<file path="src/rtl/sd_spi_shifter.sv">
// ---------------------------------------------------------------------------
// sd_spi_shifter
//
// Byte-wide SPI mode-0 shifter for an SD card link. One START moves one
// byte out on SD_MOSI (MSB first) while the byte coming back on SD_MISO is
// collected. SD_CLK runs at one of two speeds, picked per transfer by FAST.
//
// Parameters
//   SLOW_HALF  SD_CLK half-period in MCLK cycles when FAST=0 (1..255)
//   FAST_HALF  SD_CLK half-period in MCLK cycles when FAST=1 (1..255)
//
// Ports
//   MCLK      in   system clock, every register updates on its rising edge
//   nRESET    in   synchronous active-low reset
//   START     in   transfer request, honoured only in IDLE
//   TX_BYTE   in   byte to send, captured at START acceptance
//   CS_LEVEL  in   SD_nCS level for this transfer, captured at acceptance
//   FAST      in   speed select, captured at acceptance
//   BUSY      out  high while a transfer is running
//   DONE      out  one-cycle completion pulse
//   RX_BYTE   out  most recently received byte
//   SD_CLK    out  SPI clock, idles low
//   SD_MOSI   out  SPI data to the card, idles high
//   SD_MISO   in   SPI data from the card
//   SD_nCS    out  chip select, held between transfers
// ---------------------------------------------------------------------------
module sd_spi_shifter #(
  parameter int SLOW_HALF = 32,
  parameter int FAST_HALF = 1
) (
  input  logic       MCLK,
  input  logic       nRESET,
  input  logic       START,
  input  logic [7:0] TX_BYTE,
  input  logic       CS_LEVEL,
  input  logic       FAST,
  output logic       BUSY,
  output logic       DONE,
  output logic [7:0] RX_BYTE,
  output logic       SD_CLK,
  output logic       SD_MOSI,
  input  logic       SD_MISO,
  output logic       SD_nCS
);

  localparam logic [7:0] SLOW_H = 8'(SLOW_HALF);
  localparam logic [7:0] FAST_H = 8'(FAST_HALF);

  typedef enum logic [1:0] {
    IDLE   = 2'd0,
    LOW    = 2'd1,
    HIGH   = 2'd2,
    FINISH = 2'd3
  } state_t;

  state_t     state_reg, state_next;
  logic [7:0] div_reg, div_next;       // counts down the current half-period
  logic [7:0] half_reg, half_next;     // half-period captured at acceptance
  logic [7:0] tx_reg, tx_next;         // transmit byte, shifted left per bit
  logic [7:0] rx_sh_reg, rx_sh_next;   // receive shift register
  logic [7:0] rx_byte_reg, rx_byte_next;
  logic [2:0] bit_reg, bit_next;
  logic       busy_reg, busy_next;
  logic       done_reg, done_next;
  logic       sclk_reg, sclk_next;
  logic       mosi_reg, mosi_next;
  logic       ncs_reg, ncs_next;
  logic [7:0] half_sel;

  assign half_sel = FAST ? FAST_H : SLOW_H;

  // -------------------------------------------------------------------------
  // State register
  // -------------------------------------------------------------------------
  always_ff @(posedge MCLK) begin
    if (!nRESET) begin
      state_reg   <= IDLE;
      div_reg     <= 8'd0;
      half_reg    <= 8'd0;
      tx_reg      <= 8'd0;
      rx_sh_reg   <= 8'd0;
      rx_byte_reg <= 8'h00;
      bit_reg     <= 3'd0;
      busy_reg    <= 1'b0;
      done_reg    <= 1'b0;
      sclk_reg    <= 1'b0;
      mosi_reg    <= 1'b1;
      ncs_reg     <= 1'b1;
    end else begin
      state_reg   <= state_next;
      div_reg     <= div_next;
      half_reg    <= half_next;
      tx_reg      <= tx_next;
      rx_sh_reg   <= rx_sh_next;
      rx_byte_reg <= rx_byte_next;
      bit_reg     <= bit_next;
      busy_reg    <= busy_next;
      done_reg    <= done_next;
      sclk_reg    <= sclk_next;
      mosi_reg    <= mosi_next;
      ncs_reg     <= ncs_next;
    end
  end

  // -------------------------------------------------------------------------
  // Next-state and output logic
  // -------------------------------------------------------------------------
  always_comb begin
    state_next   = state_reg;
    div_next     = div_reg;
    half_next    = half_reg;
    tx_next      = tx_reg;
    rx_sh_next   = rx_sh_reg;
    rx_byte_next = rx_byte_reg;
    bit_next     = bit_reg;
    busy_next    = busy_reg;
    done_next    = 1'b0;
    sclk_next    = sclk_reg;
    mosi_next    = mosi_reg;
    ncs_next     = ncs_reg;

    unique case (state_reg)
      IDLE: begin
        if (START) begin
          // Everything the transfer depends on is captured here so that
          // later changes on the request inputs cannot disturb it.
          half_next  = half_sel;
          tx_next    = TX_BYTE;
          ncs_next   = CS_LEVEL;
          mosi_next  = TX_BYTE[7];
          busy_next  = 1'b1;
          bit_next   = 3'd0;
          div_next   = half_sel - 8'd1;
          sclk_next  = 1'b0;
          state_next = LOW;
        end
      end

      LOW: begin
        if (div_reg == 8'd0) begin
          // Rising SD_CLK edge: the card's bit is sampled on this same edge.
          sclk_next  = 1'b1;
          rx_sh_next = {rx_sh_reg[6:0], SD_MISO};
          div_next   = half_reg - 8'd1;
          state_next = HIGH;
        end else begin
          div_next = div_reg - 8'd1;
        end
      end

      HIGH: begin
        if (div_reg == 8'd0) begin
          sclk_next = 1'b0;
          div_next  = half_reg - 8'd1;
          if (bit_reg != 3'd7) begin
            // Falling SD_CLK edge: present the next transmit bit.
            bit_next   = bit_reg + 3'd1;
            tx_next    = {tx_reg[6:0], 1'b0};
            mosi_next  = tx_reg[6];
            state_next = LOW;
          end else begin
            state_next = FINISH;
          end
        end else begin
          div_next = div_reg - 8'd1;
        end
      end

      FINISH: begin
        // SD_nCS is deliberately left alone so the card stays selected
        // across a multi-byte command.
        rx_byte_next = rx_sh_reg;
        done_next    = 1'b1;
        busy_next    = 1'b0;
        mosi_next    = 1'b1;
        bit_next     = 3'd0;
        div_next     = 8'd0;
        state_next   = IDLE;
      end

      default: begin
        state_next = IDLE;
      end
    endcase
  end

  assign BUSY    = busy_reg;
  assign DONE    = done_reg;
  assign RX_BYTE = rx_byte_reg;
  assign SD_CLK  = sclk_reg;
  assign SD_MOSI = mosi_reg;
  assign SD_nCS  = ncs_reg;

endmodule

</file>
<file path="config.mk">
export PLATFORM = sky130hd
export DESIGN_NAME = sd_spi_shifter
export DESIGN_NICKNAME = d
export VERILOG_FILES = /design/src/rtl/sd_spi_shifter.sv
export SDC_FILE = /design/constraint.sdc
export NUM_CORES = 1
export LEC_CHECK = 0
export CORE_MARGIN = 2
export CORE_UTILIZATION = 54
export DETAILED_ROUTE_END_ITERATION = 12
export PLACE_DENSITY = 0.8
export SYNTH_ARGS = -nofsm -noshare
export SYNTH_HDL_FRONTEND = slang
export SYNTH_SLANG_ARGS = --single-unit
</file>
<file path="constraint.sdc">
create_clock -name MCLK -period 2.6 [get_ports MCLK]
set_input_delay 0.39 -clock MCLK [delete_from_list [all_inputs] [get_ports MCLK]]
set_output_delay 0.39 -clock MCLK [all_outputs]
set_load 0.01 [all_outputs]
</file>
Word-level counts from Yosys, hierarchy flattened
Index checks and enable logic that the tools add are counted.
Widths: inputs -> output; s select.
{ "classes": {"addsub": 4, "mul": 0, "n_div": 0, "magnitude_cmp": 0, "eq_ne": 8, "shift": 0, "muxes": 28, "n_bitwise": 0, "reduce_logical": 14} }
{ "op_table": {"columns": ["op", "count"], "rows": [
  ["$pmux 8 s3", 1],
  ["$mux 7", 3],
  ["$mux 8", 2],
  ["$sub 8x1->8 const B", 2],
  ["$pmux 7 s2", 1],
  ["$reduce_and 4->1", 3],
  ["$mux 3", 3],
  ["$pmux 3 s3", 1],
  ["$logic_not 8->1", 1],
  ["$mux 1", 8],
  ["$mux 2", 4],
  ["$ne 2x2->1 const B", 4],
  ["$pmux 2 s4", 1],
  ["$sub 6x1->7 const B", 1],
  ["$mux 6", 1],
  ["$pmux 1 s3", 2],
  ["$reduce_and 2->1", 3],
  ["$reduce_bool 3->1", 2],
  ["$eq 2x2->1 const B", 2],
  ["$reduce_bool 2->1", 2],
  ["$add 3x1->3 const B", 1],
  ["$ne 3x3->1 const B", 1],
  ["$reduce_and 3->1", 1],
  ["$eq 2x1->1 const B", 1],
  ["other kinds (3)", 3]
]} }
{ "totals": {"reg_bits": 49, "latch_bits": 0, "mem_bits_rw": 0, "romBits": 0, "inputBits": 14, "output_inout_bits": 13, "wordCells": 66, "mem_count": 0} }

Depth between registers and ports, before layout
{ "logic_depth": {"ltp_word": 4, "mapped_depth": 8, "depth_no_buf": 6} }

Least setup slack after synthesis
No wires, ideal clock.
{ "synth_timing": {"kind": "register to register", "start": "reg div_reg[0]", "end": "reg div_reg[4]", "setup_ns": 0.119, "arrival_ns": 1.677, "t_required_ns": 2.481, "slack_ns": 0.804, "path_stages_with_launch": 7, "path_buffers": 0, "synth_period_minus_slack_ns": 1.796, "cell_sequence": "dfxtp_1 > nor4_2 > a31oi_1 > ha_1 > a21oi_1 > nor2_1 > o221a_2"} }
{ "synth_via": {"elab_chain_len": 3, "word_cells_on_any_way": 4, "classes_between": "1 x add/sub; 2 x mux; 1 x reduce/logical"} }
{ "synth_rtl": {"columns": ["element", "line_no", "rtl"], "rows": [
  ["from (decl)", "57", "logic [7:0] div_reg, div_next;"],
  ["from (signal assigned)", "91", "div_reg <= div_next;"],
  ["$sub 8x1->8 / $logic_not 8->1 (equally long branches)", null, null],
  ["$mux 8 *", "140, 152", null],
  ["$pmux 8 s3 *", "122", "unique case (state_reg)"]
]} }
Mark *: on every way between the ends. The rest lies on a longest branch, timed or not.
A chain may end at the register's enable or synchronous reset.

Final worst setup path
{ "layout_timing": {"start": "reg state_reg[0]", "end": "reg mosi_reg (netlist: SD_MOSI)"} }
{ "layout_via": {"elab_chain_len": 3, "word_cells_on_any_way": 9, "classes_between": "5 x eq/ne; 1 x mux; 3 x reduce/logical"} }
{ "layout_rtl": {"columns": ["element", "line_no", "rtl"], "rows": [
  ["from (decl)", "56", "state_t state_reg, state_next;"],
  ["from (signal assigned)", "90", "state_reg <= state_next;"],
  ["$eq 2x2->1 / $logic_not 2->1 (equally long branches)", "122", null],
  ["$ne 2x2->1 (no source line) / $reduce_bool 3->1 (equally long branches)", null, null],
  ["$reduce_and 4->1 (no source line)", null, null],
  ["to (signal assigned)", "100", "mosi_reg <= mosi_next;"],
  ["to (decl)", "66", "logic mosi_reg, mosi_next;"]
]} }
Several ways; a longest one is shown, not always the timed one.

==> flow_summary_export.csv <==
group,metric,value,unit
outcome,status,"complete, no violations",
timing,skew,7.61,ps
yosys,syn_avg_cell_area,9.09,um2
placed_design,placed_cells,288,
critical_path,worstPathCellList,"inv_1, ha_1, nor2b_1, buf_4, nor4_4, nand2_2, a311o_1",
timing,hold_ws,473,ps
timing,worst_slew_pin_slew,594,ps
critical_path,crit_arrival,2180,ps
timing,tns,0,ps
clocking,cts_tree,"yes",
timing,report.final.slew_viol_count,0,
grt,globalRouteTotalUtil,0.208,
timing,finalHoldViolations,0,
critical_path,crit_fanout,12,
timing,slew_headroom,0.603,
route,routed_via_density,5.58,
yosys,ys_top_cells_by_area,"dfxtp_1, mux2i_1, nor2_1, o221a_2, ha_1",
yosys,synth-edff-count,0,
placed_design,hpwl,2.83,mm
clocking,clk_latency,300,ps
yosys,synth.top_cell.area_share,0.431,
critical_path,slowest_delay,390,ps
grt,grt_max_degree,19,
clocking,cts_inserted_buffers,5,
yosys,dominantRegCellSynth,"dfxtp_1",
timing,fmax,0.505,GHz
clocking,cts_resized,0,
timing,setup_viol_count_final,0,
clocking,clk_pin_slew,80,ps
critical_path,cp.required,2790,ps
route,wirelength,4.02,mm
yosys,syn_nets,241,
critical_path,cp_top_family,"simple AND/OR/NAND/NOR gates",
yosys,synth_warnings,0,
power,p_leak,0.952,nW
critical_path,slowest_stage,"dfxtp_1",
route,vias,1651,
clocking,cts.sinks,43,
yosys,syn_area,2000,um2
job,drv_cap,0,
cells_and_area,antennaDiodeCount,0,
floorplanning,row_count,22,
yosys,synth-seq-area-share,0.431,
min_path,worstHoldPathType,"register to register",
yosys,synth_cell_types,42,
clocking,cts-htree-levels,2,
floorplanning,die_w,64.9,um
critical_path,crit_path_end_kind,"register",
power,pwr_density_cell,991,nW/um2
critical_path,critPathKind,"register to register",
floorplanning,dieArea,4210,um2
route,post_drt_wl_per_cell,13.6,um
timing,period_share,0.762,
yosys,yosys.cell_count.top_type,"dfxtp_1",
floorplanning,start_util,0.554,
critical_path,critPathLaunchType,"register",
power,irDropWorstVdd,622,uV
cells_and_area,layout.nets,268,
route,first_pass_iters,4,
yosys,synthesis.instances,220,
clocking,ctsHoldBuffers,0,
cells_and_area,instances_no_fill,296,
clocking,cts_setup_buffers,0,
yosys,synth_seq_cells,43,
yosys,async_reset_ff_frac,0,
timing,rsz0062_at_grt,"false",
floorplanning,ios,27,
yosys,synth_top_area_cell,"dfxtp_1",
timing,fin_crit,1980,ps
placed_design,routabilityCongestion,0.859,
grt,first_global_vias,1491,
route,drt.antenna.violating_nets,0,
cells_and_area,drive_gt1_frac,0.121,
grt,grt_overflow,0,
clocking,clockBufferDepth,2,
grt,antenna_found_initial,0,
yosys,yosys-top-cells-count,"dfxtp_1, nor2_1, a21oi_1, mux2i_1, nand2_1",
placed_design,portBuffers,26,
floorplanning,core_area,3610,um2
critical_path,crit_buf_inv,2,
cells_and_area,syn_to_final_growth,21.2,%
floorplanning,fp.dieH,64.9,um
route,drcViolationCount,0,
grt,grt_pass1_wl,6.86,mm
clocking,root_buffer,"clkbuf_8",
route,first_iter_violations,73,
-- cell families after synthesis --
kind of cell               share of synthesized area
buffers and inverters                         0.0394
and+or+nand+nor                                0.208
muxes                                         0.0801
adders and majority gates                     0.0438
DFF                                            0.431
AOI/OAI and AO/OA                              0.193
xor gates and xnor gates                     0.00438
-- through the flow --
step	setup WS [ps]	util	power [mW]	area, um2
after CTS	616	0.672	2.41	2420
after global placement	544	0.640	1.86	2310
after global routing	436	0.672	2.56	2420
after floorplan	804	-	1.61	2000
final	618	0.672	2.40	2420
after detailed placement	471	0.640	1.87	2310
-- final timing paths --
path / startpoint / to / slack [ps] / cells past startpoint
worst min register to register: bit_reg[1] / bit_reg[1] / 470 / 2
worst max register to register: state_reg[0] / SD_MOSI / 620 / 7
worst min-delay path: bit_reg[1] / bit_reg[1] / 470 / 2
worst max-delay path: state_reg[0] / SD_MOSI / 620 / 7
-- layer usage --
metal / vias to the layer above / share of wire / track usage
li1: 850 / - / -
met1: 764 / 0.46 / 0.269
met2: 31 / 0.49 / 0.345
met3: 6 / 0.044 / 0.0469
met4: 0 / 0.0072 / 0.0638
met5: - / 0 / 0
-- cell type report --
class,instances,area [um2]
tap,48,60.1
inverter,6,22.5
timing repair buffer,32,305
clock inverter,3,46.3
fill,299,1180
clock buffer,5,68.8
sequential,43,861
multi-input combinational,159,1060
-- worst min-delay path, cell delays in order (launching register included) --
cell,delay (ps)
dfxtp_1,320
nand3_1,60
a21oi_1,50
-- cell usage in the layout (no fill, tap or decap), types with 2 or more instances in the layout --
cell / count
o21a_1: 7
mux2i_1: 16
nand2_1: 13
or4_4: 2
clkdlybuf4s50_1: 26
a21oi_1: 16
buf_4: 6
nand3_1: 11
dfxtp_1: 43
inv_1: 5
a31oi_1: 4
o221a_2: 8
clkbuf_8: 5
ha_1: 7
o21ai_0: 8
a211oi_1: 5
nor3_1: 2
nor4_2: 2
nor2_1: 32
nor2b_1: 4
nand2b_1: 3
-- where the power goes --
group          switching [mW]  internal [mW]
combinational           0.531          0.442
clock                   0.242          0.289
sequential              0.119          0.778
total                   0.892           1.51
Note: power is estimated with default switching activity, not from simulation.
